### src/rtl/qos_packet_scheduler.sv
// qos_packet_scheduler: packet-level grant controller for a QoS stream arbiter.
// Picks the valid stream with the highest effective QoS. Equal QoS resolves
// round-robin from rr_ptr. The grant is held until the granted stream's last
// beat is accepted, and one idle cycle always follows each packet.
// Optional feature: define QOS_AGING_EN to add per-stream age counters. A stream
// whose age has saturated competes with all-ones QoS.
module qos_packet_scheduler #(
  parameter int unsigned T_QOS__WIDTH = 4,
  parameter int unsigned STREAM_COUNT = 2,
  parameter int unsigned T_ID___WIDTH = $clog2(STREAM_COUNT),
  parameter int unsigned AGE_WIDTH    = 3
) (
  input  logic                    clk,
  input  logic                    rst,
  input  logic [T_QOS__WIDTH-1:0] s_qos_i [STREAM_COUNT],
  input  logic [STREAM_COUNT-1:0] s_valid_i,
  input  logic [STREAM_COUNT-1:0] s_last_i,
  input  logic                    m_ready_i,
  output logic [STREAM_COUNT-1:0] s_ready_o,
  output logic                    m_valid_o,
  output logic [T_ID___WIDTH-1:0] m_id_o,
  output logic                    m_last_o,
  output logic                    busy_o
);

  // Reject configurations the round-robin and aging logic cannot support.
  if (STREAM_COUNT < 2 || AGE_WIDTH < 1) begin : g_param_err
    $error("qos_packet_scheduler: need STREAM_COUNT >= 2 and AGE_WIDTH >= 1");
  end

  typedef enum logic {StIdle, StBusy} state_e;

  state_e                  state_q, state_d;
  logic [T_ID___WIDTH-1:0] m_id_q, m_id_d;
  logic [T_ID___WIDTH-1:0] rr_ptr_q, rr_ptr_d;

  logic [T_QOS__WIDTH-1:0] eff_qos [STREAM_COUNT];
  logic [T_QOS__WIDTH-1:0] max_qos;
  logic [T_ID___WIDTH-1:0] winner;
  logic [T_ID___WIDTH-1:0] scan_idx;
  logic                    found;
  logic                    beat_xfer;
  logic                    pkt_end;

  // A beat moves only on the granted stream while locked.
  assign beat_xfer = (state_q == StBusy) & s_valid_i[m_id_q] & m_ready_i;
  assign pkt_end   = beat_xfer & s_last_i[m_id_q];

`ifdef QOS_AGING_EN
  logic [AGE_WIDTH-1:0] age_q [STREAM_COUNT];
  logic [AGE_WIDTH-1:0] age_d [STREAM_COUNT];

  // A saturated age promotes the stream to the top QoS level.
  always_comb begin
    for (int i = 0; i < STREAM_COUNT; i++) begin
      eff_qos[i] = (&age_q[i]) ? '1 : s_qos_i[i];
    end
  end

  // At packet end: winner's age clears, other waiting streams age (saturating).
  always_comb begin
    for (int i = 0; i < STREAM_COUNT; i++) begin
      age_d[i] = age_q[i];
      if (pkt_end) begin
        if (T_ID___WIDTH'(i) == m_id_q) begin
          age_d[i] = '0;
        end else if (s_valid_i[i] && !(&age_q[i])) begin
          age_d[i] = age_q[i] + 1'b1;
        end
      end
    end
  end

  // Age registers.
  always_ff @(posedge clk or posedge rst) begin
    if (rst) begin
      for (int i = 0; i < STREAM_COUNT; i++) begin
        age_q[i] <= '0;
      end
    end else begin
      for (int i = 0; i < STREAM_COUNT; i++) begin
        age_q[i] <= age_d[i];
      end
    end
  end
`else
  // Without aging the effective QoS is the raw request QoS.
  always_comb begin
    for (int i = 0; i < STREAM_COUNT; i++) begin
      eff_qos[i] = s_qos_i[i];
    end
  end
`endif

  // Winner: highest effective QoS among valid streams, first one at or after rr_ptr.
  always_comb begin
    max_qos  = '0;
    winner   = rr_ptr_q;
    scan_idx = rr_ptr_q;
    found    = 1'b0;
    for (int i = 0; i < STREAM_COUNT; i++) begin
      if (s_valid_i[i] && (eff_qos[i] > max_qos)) begin
        max_qos = eff_qos[i];
      end
    end
    for (int unsigned k = 0; k < STREAM_COUNT; k++) begin
      scan_idx = T_ID___WIDTH'((32'(rr_ptr_q) + k) % STREAM_COUNT);
      if (!found && s_valid_i[scan_idx] && (eff_qos[scan_idx] == max_qos)) begin
        winner = scan_idx;
        found  = 1'b1;
      end
    end
  end

  // FSM next state: grant in IDLE, release on the accepted last beat.
  always_comb begin
    state_d  = state_q;
    m_id_d   = m_id_q;
    rr_ptr_d = rr_ptr_q;
    unique case (state_q)
      StIdle: begin
        if (|s_valid_i) begin
          m_id_d  = winner;
          state_d = StBusy;
        end
      end
      StBusy: begin
        if (pkt_end) begin
          state_d  = StIdle;
          rr_ptr_d = (m_id_q == T_ID___WIDTH'(STREAM_COUNT - 1)) ? '0 : m_id_q + 1'b1;
        end
      end
      default: state_d = StIdle;
    endcase
  end

  // FSM state, grant index and round-robin pointer.
  always_ff @(posedge clk or posedge rst) begin
    if (rst) begin
      state_q  <= StIdle;
      m_id_q   <= '0;
      rr_ptr_q <= '0;
    end else begin
      state_q  <= state_d;
      m_id_q   <= m_id_d;
      rr_ptr_q <= rr_ptr_d;
    end
  end

  // Outputs decoded from the locked grant; all zero outside BUSY.
  always_comb begin
    s_ready_o = '0;
    m_valid_o = 1'b0;
    m_last_o  = 1'b0;
    if (state_q == StBusy) begin
      s_ready_o[m_id_q] = m_ready_i;
      m_valid_o         = s_valid_i[m_id_q];
      m_last_o          = s_valid_i[m_id_q] & s_last_i[m_id_q];
    end
  end

  assign m_id_o = m_id_q;
  assign busy_o = (state_q == StBusy);

endmodule

### config.mk
export PLATFORM = sky130hd
export DESIGN_NAME = qos_packet_scheduler
export DESIGN_NICKNAME = d
export VERILOG_FILES = /design/src/rtl/qos_packet_scheduler.sv
export SDC_FILE = /design/constraint.sdc
export NUM_CORES = 1
export LEC_CHECK = 0
export ABC_AREA = 1
export BUFFER_PORTS_ARGS = -buffer_cell sky130_fd_sc_hd__buf_2
export CAP_MARGIN = 10
export CORE_AREA = 2 2 39 41
export DETAILED_ROUTE_END_ITERATION = 12
export DIE_AREA = 0 0 41 43
export PLACE_DENSITY = 0.8
export SLEW_MARGIN = 40
export SYNTH_ARGS = -nofsm -noshare
export SYNTH_HDL_FRONTEND = slang
export SYNTH_SLANG_ARGS = --single-unit
### constraint.sdc
create_clock -name clk -period 4 [get_ports clk]
set_clock_uncertainty 0.05 [all_clocks]
set_input_delay 0.6 -clock clk [delete_from_list [all_inputs] [get_ports clk]]
set_output_delay 0.6 -clock clk [all_outputs]
set_load 0.03 [all_outputs]
==> results of run 1 <==
[flip-flops by register name, summed over array words and instances, names as in the netlist]
name and cells:
busy_o 1, m_id_o 1, rr_ptr_q 1
[metrics by stage]
step / setup WS (ns) / hold WS [ns] / power (W) / util (%) / std cells
finish: 1.716 / 0.1767 / 0.0003857 / 59.31 / 170
global route: 1.421 / 0.1767 / 0.0004298 / 59.31 / 170
CTS: 1.722 / 0.1790 / 0.0003870 / 59.31 / 170
detailed placement: 1.495 / 0.4221 / 0.0003316 / 57.41 / 166
global placement: 1.552 / 0.4126 / 0.0003221 / 57.41 / 166
floorplan: 1.822 / 0.3036 / 0.0002873 / - / 132
[per-layer routing]
| layer | routed length (um) | GRT usage, % | up-vias |
|---|---|---|---|
| met5 | 0 | 0 | - |
| met4 | 0 | 0 | 0 |
| met3 | 59 | 6.283 | 0 |
| met2 | 845 | 39.69 | 18 |
| met1 | 744 | 26.21 | 358 |
| li1 | - | - | 456 |
[synth_stat cells]
cell | number | area share, %
sky130_fd_sc_hd__nand2_4 | 1 | 1.6
sky130_fd_sc_hd__clkbuf_8 | 1 | 2.0
sky130_fd_sc_hd__dfrtp_1 | 3 | 11
sky130_fd_sc_hd__nand2_2 | 3 | 2.7
sky130_fd_sc_hd__nand3_1 | 20 | 14
sky130_fd_sc_hd__a21oi_1 | 3 | 2.1
sky130_fd_sc_hd__inv_1 | 26 | 14
sky130_fd_sc_hd__o21ai_0 | 11 | 7.9
sky130_fd_sc_hd__nand2_1 | 45 | 24
sky130_fd_sc_hd__buf_6 | 1 | 1.6
sky130_fd_sc_hd__o21bai_1 | 1 | 1.1
sky130_fd_sc_hd__nor2_1 | 4 | 2.1
sky130_fd_sc_hd__nor2_2 | 3 | 2.7
sky130_fd_sc_hd__inv_2 | 1 | 0.54
sky130_fd_sc_hd__nor3_1 | 2 | 1.4
sky130_fd_sc_hd__xor2_1 | 1 | 1.3
sky130_fd_sc_hd__nor2_4 | 1 | 1.6
sky130_fd_sc_hd__ha_1 | 4 | 7.2
sky130_fd_sc_hd__nand3b_1 | 1 | 1.1
[worst max-delay path, cell delays in order]
cell,delay (ns)
sky130_fd_sc_hd__buf_2,0.12
sky130_fd_sc_hd__nor2_1,0.10
sky130_fd_sc_hd__nand3_1,0.07
sky130_fd_sc_hd__nand3_1,0.09
sky130_fd_sc_hd__ha_1,0.24
sky130_fd_sc_hd__nand2_1,0.09
sky130_fd_sc_hd__nor2_2,0.05
sky130_fd_sc_hd__nor2_4,0.17
sky130_fd_sc_hd__nand3_1,0.14
sky130_fd_sc_hd__nand3_1,0.10
sky130_fd_sc_hd__nand2_1,0.06
sky130_fd_sc_hd__nor2_1,0.08
sky130_fd_sc_hd__nand2_1,0.07
sky130_fd_sc_hd__nor2_2,0.10
sky130_fd_sc_hd__nand3_1,0.09
sky130_fd_sc_hd__nand3_1,0.11
sky130_fd_sc_hd__nand2_1,0.05
[report_power, final]
group | internal, W | switching [W] | leakage, nW | total (W)
Sequential | 0.0000436 | 0.0000403 | 0.0351 | 0.0000839
Clock | 0.0000374 | 0.0000154 | 0.0150 | 0.0000528
Combinational | 0.0000875 | 0.000162 | 0.471 | 0.000249
[logic make-up (layout without fill, tap and decap cells)]
| group | Yosys count | in the layout | synth area share (%) |
|---|---|---|---|
| xor gates and xnor gates | 1 | 1 | 1.252 |
| adders and majority gates | 4 | 4 | 7.156 |
| and+or+nand+nor | 80 | 80 | 51.70 |
| AOI/OAI and AO/OA | 15 | 15 | 11.09 |
| buffers and inverters | 29 | 51 | 18.07 |
| DFF | 3 | 3 | 10.73 |
[cell type report]
class | instances | area, sq um
clock buffer | 4 | 26.28
fill | 150 | 563.0
inverter | 27 | 101.3
multi-input combinational | 100 | 498.0
sequential | 3 | 75.07
tap | 16 | 20.02
timing repair buffer | 20 | 100.1
[how the worst max path moves through the flow]
stage / endpoint / slack, ns / cells past startpoint
global placement: m_id_o / 1.55 / 19
finish: m_id_o / 1.72 / 17
global route: m_id_o / 1.42 / 19
floorplan: m_id_o / 1.82 / 15
detailed placement: m_id_o / 1.49 / 18
CTS: m_id_o / 1.72 / 16
==> qor.log, run 1 <==
[run_status] outcome completed
[pwr] Lkg Pwr 0.5209 nW
[logic_synthesis] average cell area after synthesis 5.299 sq um
[logic_synthesis] Yosys warning count 0
[floorplanning] count of pins on the block boundary 21
[routing] # DRC 0
[clock_network] clock slew at the register clock pins of the worst setup and hold paths 0.04 ns
[timing] Setup TNS Final 0 ns
[critical_path] startpoint of the worst register-to-register path rr_ptr_q
[timing] final number of hold-violating endpoints 0
[critical_path] worst setup path category in -> reg
[critical_path] worst setup slack for register-to-register paths 2.17 ns
[timing] transition at the pin with the smallest max-transition slack 0.5790 ns
[layout] ratio of cells with drive above 1 in the final layout 20.78%
[global_routing] total congestion overflow 0
[critical_path] highest fanout seen on the critical path 7
[pwr] Max VDD drop 0.0003939 V
[floorplanning] die extent in x 41 um
[global_routing] via count of the first global-routing pass 769
[critical_path] kind of launch point of the worst setup path input pin
[layout] final-stage net count 174
[run] Maximum Capacitance Violations 0
[timing] final worst path period need 2.284 ns
[critical_path] Reg-to-Reg End m_id_o
[logic_synthesis] sequential-to-total area share from yosys stat 10.73%
[critical_path] r2r worst-path depth 11
[routing] number of vias in the routed layout 832
[clock_network] number of clock buffers inserted by TritonCTS 3
[timing] post-route clock period utilization 57.10%
[timing] fin. max-slew vios 0
[logic_synthesis] Post-Syn Area 699.4 sq um
[routing] number of vias per cell 4.894
[clock_network] number of H-tree levels 1
[layout] final standard cell area without fillers 820.8 sq um
[clock_network] hold-fix buffer count after cts 0
[critical_path] crit path capture type flop
[critical_path] CP Data Arrival Time 2.35 ns
[clock_network] setup fix buffers added after clock tree synthesis 0
[clock_network] clock tree from TritonCTS yes
[place] area of placed instances 794.5 sq um
[routing] number of iterations in the first detailed-routing pass 4
[min_path] worst hold-check path type in -> async
[logic_synthesis] Cells after Synth 132
[layout] most frequent cells in the layout sky130_fd_sc_hd__nand2_1, sky130_fd_sc_hd__inv_1, sky130_fd_sc_hd__nand3_1, sky130_fd_sc_hd__buf_2, sky130_fd_sc_hd__o21ai_0
[layout] Antenna Diode Count 0
[place] RePlAce Congestion 0.8290
[pwr] P per Cell Area 469.9 mW/mm^2
[logic_synthesis] distinct cell type count after synthesis 19
[clock_network] clock tree root driver cell sky130_fd_sc_hd__clkbuf_4
[routing] post-route ant nets 0
[routing] final wirelength 1.650 mm
[routing] average routed wire per standard cell 9.706 um
[timing] unrepaired setup endpoints after global routing false
[routing] Iter 0 DRT Violations 10
[floorplanning] Initial Util 50.54%
[layout] area grow syn2layout 17.35%
[global_routing] Total Routing Usage GR 22.13%
[critical_path] Critical Path RT 4.07 ns
[floorplanning] floorplan die area 0.001763 sq mm
[clock_network] total of cells resized after clock tree synthesis 0
[floorplanning] Cell Rows 14
[critical_path] worst setup path startpoint s_qos_i[4]
[global_routing] maximum number of pins on one net before global-route repair 22
[floorplanning] Chip Height 43 um
[clock_network] clock latency reported for the late side of the worst-skew pair 0.23 ns
[timing] total of endpoints with negative setup slack in the final report 0
[layout] most common cell after layout, fill and taps aside sky130_fd_sc_hd__nand2_1
[logic_synthesis] synthesized netlist net count 151
[timing] Max Clk Rate 0.4379 GHz
[timing] relative slew slack 61.40%
[clock_network] maximum count of clock buffers along a single path 2
[clock_network] total clock sinks 3
[place] DPL Wire Length 1.390 mm
[logic_synthesis] synthesis-stage register bit count 3
[global_routing] number of antenna violations at the first check in global routing 0
[floorplanning] placeable core region 0.001384 sq mm
[global_routing] wire length of the first global-routing pass 2.815 mm
[place] buffers added on ports 20
No activity file was read; power rests on OpenSTA's default activity.
==> inputs of run 2 (changes only) <==
--- a/config.mk
+++ b/config.mk
@@ -8,10 +8,10 @@
 export ABC_AREA = 1
 export BUFFER_PORTS_ARGS = -buffer_cell sky130_fd_sc_hd__buf_2
 export CAP_MARGIN = 10
-export CORE_AREA = 2 2 39 41
+export CORE_MARGIN = 2
+export CORE_UTILIZATION = 50
 export DETAILED_ROUTE_END_ITERATION = 12
-export DIE_AREA = 0 0 41 43
-export PLACE_DENSITY = 0.8
+export PLACE_DENSITY = 0.77
 export SLEW_MARGIN = 40
 export SYNTH_ARGS = -nofsm -noshare
 export SYNTH_HDL_FRONTEND = slang
==> constraint.sdc (replaced) <==
create_clock -name clk -period 2.3 [get_ports clk]
set_clock_uncertainty 0.05 [all_clocks]
set_input_delay 0.345 -clock clk [delete_from_list [all_inputs] [get_ports clk]]
set_output_delay 0.345 -clock clk [all_outputs]
set_load 0.03 [all_outputs]
==> qor.log, run 2 (synthesized netlist as in run 1, its figures left out) <==
[clock_network] number of H-tree levels 1
[routing] number of iterations in the first detailed-routing pass 4
[clock_network] clock slew at the register clock pins of the worst setup and hold paths 0.04 ns
[layout] filler instances 136
[place] area of placed instances 793.3 sq um
[layout] area grow syn2layout 18.60%
[timing] relative slew slack 64.69%
[layout] FF/Latch Area 75.07 sq um
[global_routing] total congestion overflow 0
[min_path] worst hold-check path type in -> reg
[routing] post-route ant nets 0
[clock_network] clock tree root driver cell sky130_fd_sc_hd__clkbuf_4
[pwr] P per Cell Area 804.2 mW/mm^2
[place] DPL Wire Length 1.411 mm
[run] Maximum Capacitance Violations 0
[clock_network] number of clock buffers inserted by TritonCTS 3
[floorplanning] Initial Util 53.75%
[floorplanning] floorplan die area 0.001714 sq mm
[floorplanning] placeable core region 0.001301 sq mm
[layout] most frequent cells in the layout sky130_fd_sc_hd__nand2_1, sky130_fd_sc_hd__inv_1, sky130_fd_sc_hd__nand3_1, sky130_fd_sc_hd__buf_2, sky130_fd_sc_hd__o21ai_0
[critical_path] crit path capture type flop
[floorplanning] die extent in x 41.40 um
[routing] final wirelength 1.643 mm
[critical_path] kind of launch point of the worst setup path input pin
[clock_network] total of cells resized after clock tree synthesis 0
[global_routing] number of antenna violations at the first check in global routing 0
[layout] most common cell after layout, fill and taps aside sky130_fd_sc_hd__nand2_1
[clock_network] hold-fix buffer count after cts 1
[pwr] Lkg Pwr 0.5251 nW
[routing] number of vias in the routed layout 845
[timing] total of endpoints with negative setup slack in the final report 0
[clock_network] setup fix buffers added after clock tree synthesis 0
[run_status] outcome completed
[critical_path] worst setup path category in -> reg
[global_routing] via count of the first global-routing pass 699
[place] RePlAce Congestion 0.8915
[layout] ratio of cells with drive above 1 in the final layout 20.65%
[floorplanning] Chip Height 41.40 um
[layout] final-stage net count 175
[global_routing] maximum number of pins on one net before global-route repair 22
[timing] post-route clock period utilization 87.33%
[pwr] Max VDD drop 0.0004318 V
[clock_network] maximum count of clock buffers along a single path 2
[routing] Iter 0 DRT Violations 29
[layout] Antenna Diode Count 0
[place] buffers added on ports 20
[routing] # DRC 0
[clock_network] clock latency reported for the late side of the worst-skew pair 0.23 ns
[clock_network] clock tree from TritonCTS yes
[timing] transition at the pin with the smallest max-transition slack 0.5296 ns
[clock_network] total clock sinks 3
[layout] final standard cell area without fillers 829.5 sq um
[timing] unrepaired setup endpoints after global routing false
[critical_path] Critical Path RT 2.37 ns
[layout] footprint of the multi-input gates 498.0 sq um
[routing] number of vias per cell 4.971
[critical_path] CP Data Arrival Time 2.08 ns
[timing] final worst path period need 2.009 ns
[floorplanning] count of pins on the block boundary 21
[timing] Setup TNS Final 0 ns
[global_routing] Total Routing Usage GR 20.84%
[routing] average routed wire per standard cell 9.665 um
[global_routing] wire length of the first global-routing pass 2.911 mm
[floorplanning] Cell Rows 13
[timing] final number of hold-violating endpoints 0
[critical_path] highest fanout seen on the critical path 7
[timing] fin. max-slew vios 0
[timing] Max Clk Rate 0.4978 GHz
-- run 2: cell count changes in the layout (fill, tap and decap cells not counted), sizes merged --
cell         change
dlygate4sd3      +1
-- run 2: path summary, 6_finish.rpt --
kind / from / depth (start not counted) / endpoint / slack, ns
setup reg to reg: rr_ptr_q / 10 / m_id_o / 0.51
hold reg to reg: busy_o / 2 / busy_o / 0.50
hold / removal: m_ready_i / 4 / busy_o / 0.38
max in group asynchronous: rst / 3 / busy_o / 1.58
min in group asynchronous: rst / 3 / m_id_o / 0.48
setup / recovery: s_qos_i[4] / 18 / m_id_o / 0.29
-- run 2: cell type report --
cell class                 instances  area share (%)
multi-input combinational        100           60.03
sequential                         3           9.050
timing repair buffer              21           13.27
inverter                          27           12.22
clock buffer                       4           3.167
tap                               15           2.262
-- run 2: per-layer routing --
metal | track usage [%] | part of all wire (%)
met2 | 31.87 | 46
met3 | 2.609 | 5.1
met5 | 0 | 0
met1 | 29.63 | 48
met4 | 7.742 | 0.73
-- run 2: critical path, cell delays in order --
cell and delay (ns):
sky130_fd_sc_hd__buf_2 0.12, sky130_fd_sc_hd__nor2_1 0.11, sky130_fd_sc_hd__nand3_1 0.07, sky130_fd_sc_hd__nand3_1 0.09, sky130_fd_sc_hd__ha_1 0.25, sky130_fd_sc_hd__nand2_1 0.07
sky130_fd_sc_hd__nand2_1 0.04, sky130_fd_sc_hd__nand2_1 0.07, sky130_fd_sc_hd__nand2_2 0.12, sky130_fd_sc_hd__nand2_4 0.11, sky130_fd_sc_hd__nand2_2 0.05, sky130_fd_sc_hd__nand2_2 0.07
sky130_fd_sc_hd__xor2_1 0.16, sky130_fd_sc_hd__nand2_1 0.08, sky130_fd_sc_hd__nor2_2 0.09, sky130_fd_sc_hd__nand3_1 0.08, sky130_fd_sc_hd__nand3_1 0.11, sky130_fd_sc_hd__nand2_1 0.05
-- run 2: per-stage QoR --
stage                     total power, W  hold WS, ns  instances  worst slack (ns)  util [%]
after floorplan                0.0004996      0.04864        132            0.3774         -
after global placement         0.0005630       0.1568        165            0.1041     60.96
after detailed placement       0.0005756       0.1729        165           0.04387     60.96
after CTS                      0.0006724       0.3747        170            0.2869     63.75
after global routing           0.0007476       0.4197        170           0.04110     63.75
final                          0.0006672       0.3791        170            0.2914     63.75
-- run 2: power breakdown --
group / switching, W / internal, W / leakage, nW / total, W
logic: 0.000281 / 0.000153 / 0.475 / 0.000434
clock network: 0.0000273 / 0.0000650 / 0.0150 / 0.0000923
registers: 0.0000646 / 0.0000760 / 0.0351 / 0.000141
total: 0.000373 / 0.000294 / 0.525 / 0.000667
==> inputs of run 3 (changes only) <==
--- a/config.mk
+++ b/config.mk
@@ -8,10 +8,10 @@
 export ABC_AREA = 1
 export BUFFER_PORTS_ARGS = -buffer_cell sky130_fd_sc_hd__buf_2
 export CAP_MARGIN = 10
-export CORE_MARGIN = 2
-export CORE_UTILIZATION = 50
+export CORE_AREA = 2 2 39 41
 export DETAILED_ROUTE_END_ITERATION = 12
-export PLACE_DENSITY = 0.77
+export DIE_AREA = 0 0 41 43
+export PLACE_DENSITY = 0.8
 export SLEW_MARGIN = 40
 export SYNTH_ARGS = -nofsm -noshare
 export SYNTH_HDL_FRONTEND = slang
==> constraint.sdc (replaced) <==
create_clock -name clk -period 2.35 [get_ports clk]
set_clock_uncertainty 0.05 [all_clocks]
set_input_delay 0.3525 -clock clk [delete_from_list [all_inputs] [get_ports clk]]
set_output_delay 0.3525 -clock clk [all_outputs]
set_load 0.03 [all_outputs]
==> qor.log, run 3 (synthesized netlist as in run 1, its figures left out) <==
[place] Cell Count Post-Placement 166
[floorplanning] die extent in x 41 um
[critical_path] worst setup path category in -> reg
[pwr] Lkg Pwr 0.5251 nW
[routing] average routed wire per standard cell 9.754 um
[routing] number of iterations in the first detailed-routing pass 4
[timing] Setup TNS Final 0 ns
[clock_network] clock tree root driver cell sky130_fd_sc_hd__clkbuf_4
[timing] relative slew slack 62.51%
[place] buffers added on ports 20
[clock_network] clock tree from TritonCTS yes
[floorplanning] Initial Util 50.54%
[layout] final cell count without fillers 171
[critical_path] highest fanout seen on the critical path 7
[timing] total of endpoints with negative setup slack in the final report 0
[layout] core occupancy in the finished layout 60.04%
[floorplanning] count of pins on the block boundary 21
[run_status] outcome completed
[timing] final worst path period need 2.038 ns
[clock_network] setup fix buffers added after clock tree synthesis 0
[critical_path] kind of launch point of the worst setup path input pin
[clock_network] total clock sinks 3
[critical_path] crit path capture type flop
[timing] post-route clock period utilization 86.71%
[routing] post-route ant nets 0
[routing] final wirelength 1.668 mm
[global_routing] via count of the first global-routing pass 782
[clock_network] number of clock buffers inserted by TritonCTS 3
[floorplanning] placeable core region 0.001384 sq mm
[clock_network] hold-fix buffer count after cts 1
[global_routing] wire length of the first global-routing pass 2.925 mm
[critical_path] CP Data Arrival Time 2.10 ns
[timing] Max Clk Rate 0.4907 GHz
[clock_network] maximum count of clock buffers along a single path 2
[layout] most frequent cells in the layout sky130_fd_sc_hd__nand2_1, sky130_fd_sc_hd__inv_1, sky130_fd_sc_hd__nand3_1, sky130_fd_sc_hd__buf_2, sky130_fd_sc_hd__o21ai_0
[timing] final number of hold-violating endpoints 0
[layout] most common cell after layout, fill and taps aside sky130_fd_sc_hd__nand2_1
[layout] area grow syn2layout 18.78%
[timing] unrepaired setup endpoints after global routing false
[routing] number of vias in the routed layout 860
[layout] final-stage net count 175
[global_routing] number of antenna violations at the first check in global routing 0
[min_path] worst hold path cell count 4
[run] Maximum Capacitance Violations 0
[timing] fin. max-slew vios 0
[clock_network] number of H-tree levels 1
[layout] ratio of cells with drive above 1 in the final layout 20.65%
[critical_path] r2r worst-path depth 11
[global_routing] maximum number of pins on one net before global-route repair 22
[timing] transition at the pin with the smallest max-transition slack 0.5623 ns
[pwr] Max VDD drop 0.0006274 V
[routing] Iter 0 DRT Violations 16
[place] area of placed instances 794.5 sq um
[place] DPL Wire Length 1.378 mm
[routing] number of vias per cell 5.029
[global_routing] Total Routing Usage GR 22.94%
[clock_network] total of cells resized after clock tree synthesis 0
[layout] Antenna Diode Count 0
[routing] # DRC 0
[min_path] worst hold-check path type in -> reg
[clock_network] clock slew at the register clock pins of the worst setup and hold paths 0.04 ns
[floorplanning] Cell Rows 14
[pwr] PnR Total Power 0.0006564 W
[pwr] P per Cell Area 790.1 mW/mm^2
[critical_path] Critical Path RT 2.42 ns
[layout] final standard cell area without fillers 830.8 sq um
[global_routing] total congestion overflow 0
[place] RePlAce Congestion 0.7940
[floorplanning] Chip Height 43 um
[clock_network] clock latency reported for the late side of the worst-skew pair 0.23 ns
[floorplanning] floorplan die area 0.001763 sq mm
-- run 3: cell counts in the layout (fill, tap and decap cells not counted) --
No cell type changed its count.
-- run 3: metal layers --
metal	vias up	track usage (%)	part of all wire (%)
met5	-	0	0
met4	0	2.000	0
met3	0	4.712	5.0
met2	25	40.00	50
met1	378	28.48	45
li1	457	-	-
-- run 3: through the flow --
stage | setup slack (ns) | hold WS (ns)
2_1_floorplan | 0.4199 | 0.05614
3_3_place_gp | 0.1183 | 0.1647
3_5_place_dp | 0.07899 | 0.1741
4_1_cts | 0.3121 | 0.3658
5_1_grt | 0.02034 | 0.4128
6_report | 0.3122 | 0.3781
-- run 3: final cells by class --
type | count | area [sq um]
inverter | 27 | 101.3
clock buffer | 4 | 26.28
multi-input combinational | 100 | 498.0
timing repair buffer | 21 | 110.1
sequential | 3 | 75.07
fill | 151 | 553.0
tap | 16 | 20.02
-- run 3: path summary, 6_finish.rpt --
path / startpoint / to / slack [ns]
min in group asynchronous: rst / busy_o / 0.48
setup reg to reg: rr_ptr_q / m_id_o / 0.59
hold / removal: m_ready_i / busy_o / 0.38
setup / recovery: s_qos_i[4] / m_id_o / 0.31
hold reg to reg: busy_o / busy_o / 0.52
max in group asynchronous: rst / m_id_o / 1.64
-- run 3: power breakdown --
group / total (W) / switching, W / internal, W
Combinational: 0.000424 / 0.000275 / 0.000150
Sequential: 0.000143 / 0.0000684 / 0.0000743
Clock: 0.0000893 / 0.0000258 / 0.0000636
-- run 3: critical path, cell delays in order --
cell and delay, ns:
sky130_fd_sc_hd__buf_2 0.12, sky130_fd_sc_hd__nor2_1 0.10, sky130_fd_sc_hd__nand3_1 0.07, sky130_fd_sc_hd__nand3_1 0.09
sky130_fd_sc_hd__ha_1 0.24, sky130_fd_sc_hd__nand2_1 0.09, sky130_fd_sc_hd__nor2_2 0.05, sky130_fd_sc_hd__nor2_4 0.19
sky130_fd_sc_hd__nand2_4 0.10, sky130_fd_sc_hd__nand2_1 0.10, sky130_fd_sc_hd__nand2_1 0.08, sky130_fd_sc_hd__nand2_1 0.07
sky130_fd_sc_hd__nand2_1 0.06, sky130_fd_sc_hd__nor2_2 0.07, sky130_fd_sc_hd__nand3_1 0.09, sky130_fd_sc_hd__nand2_1 0.08
sky130_fd_sc_hd__nand2_1 0.05, sky130_fd_sc_hd__nand3_1 0.06, sky130_fd_sc_hd__nand2_1 0.05
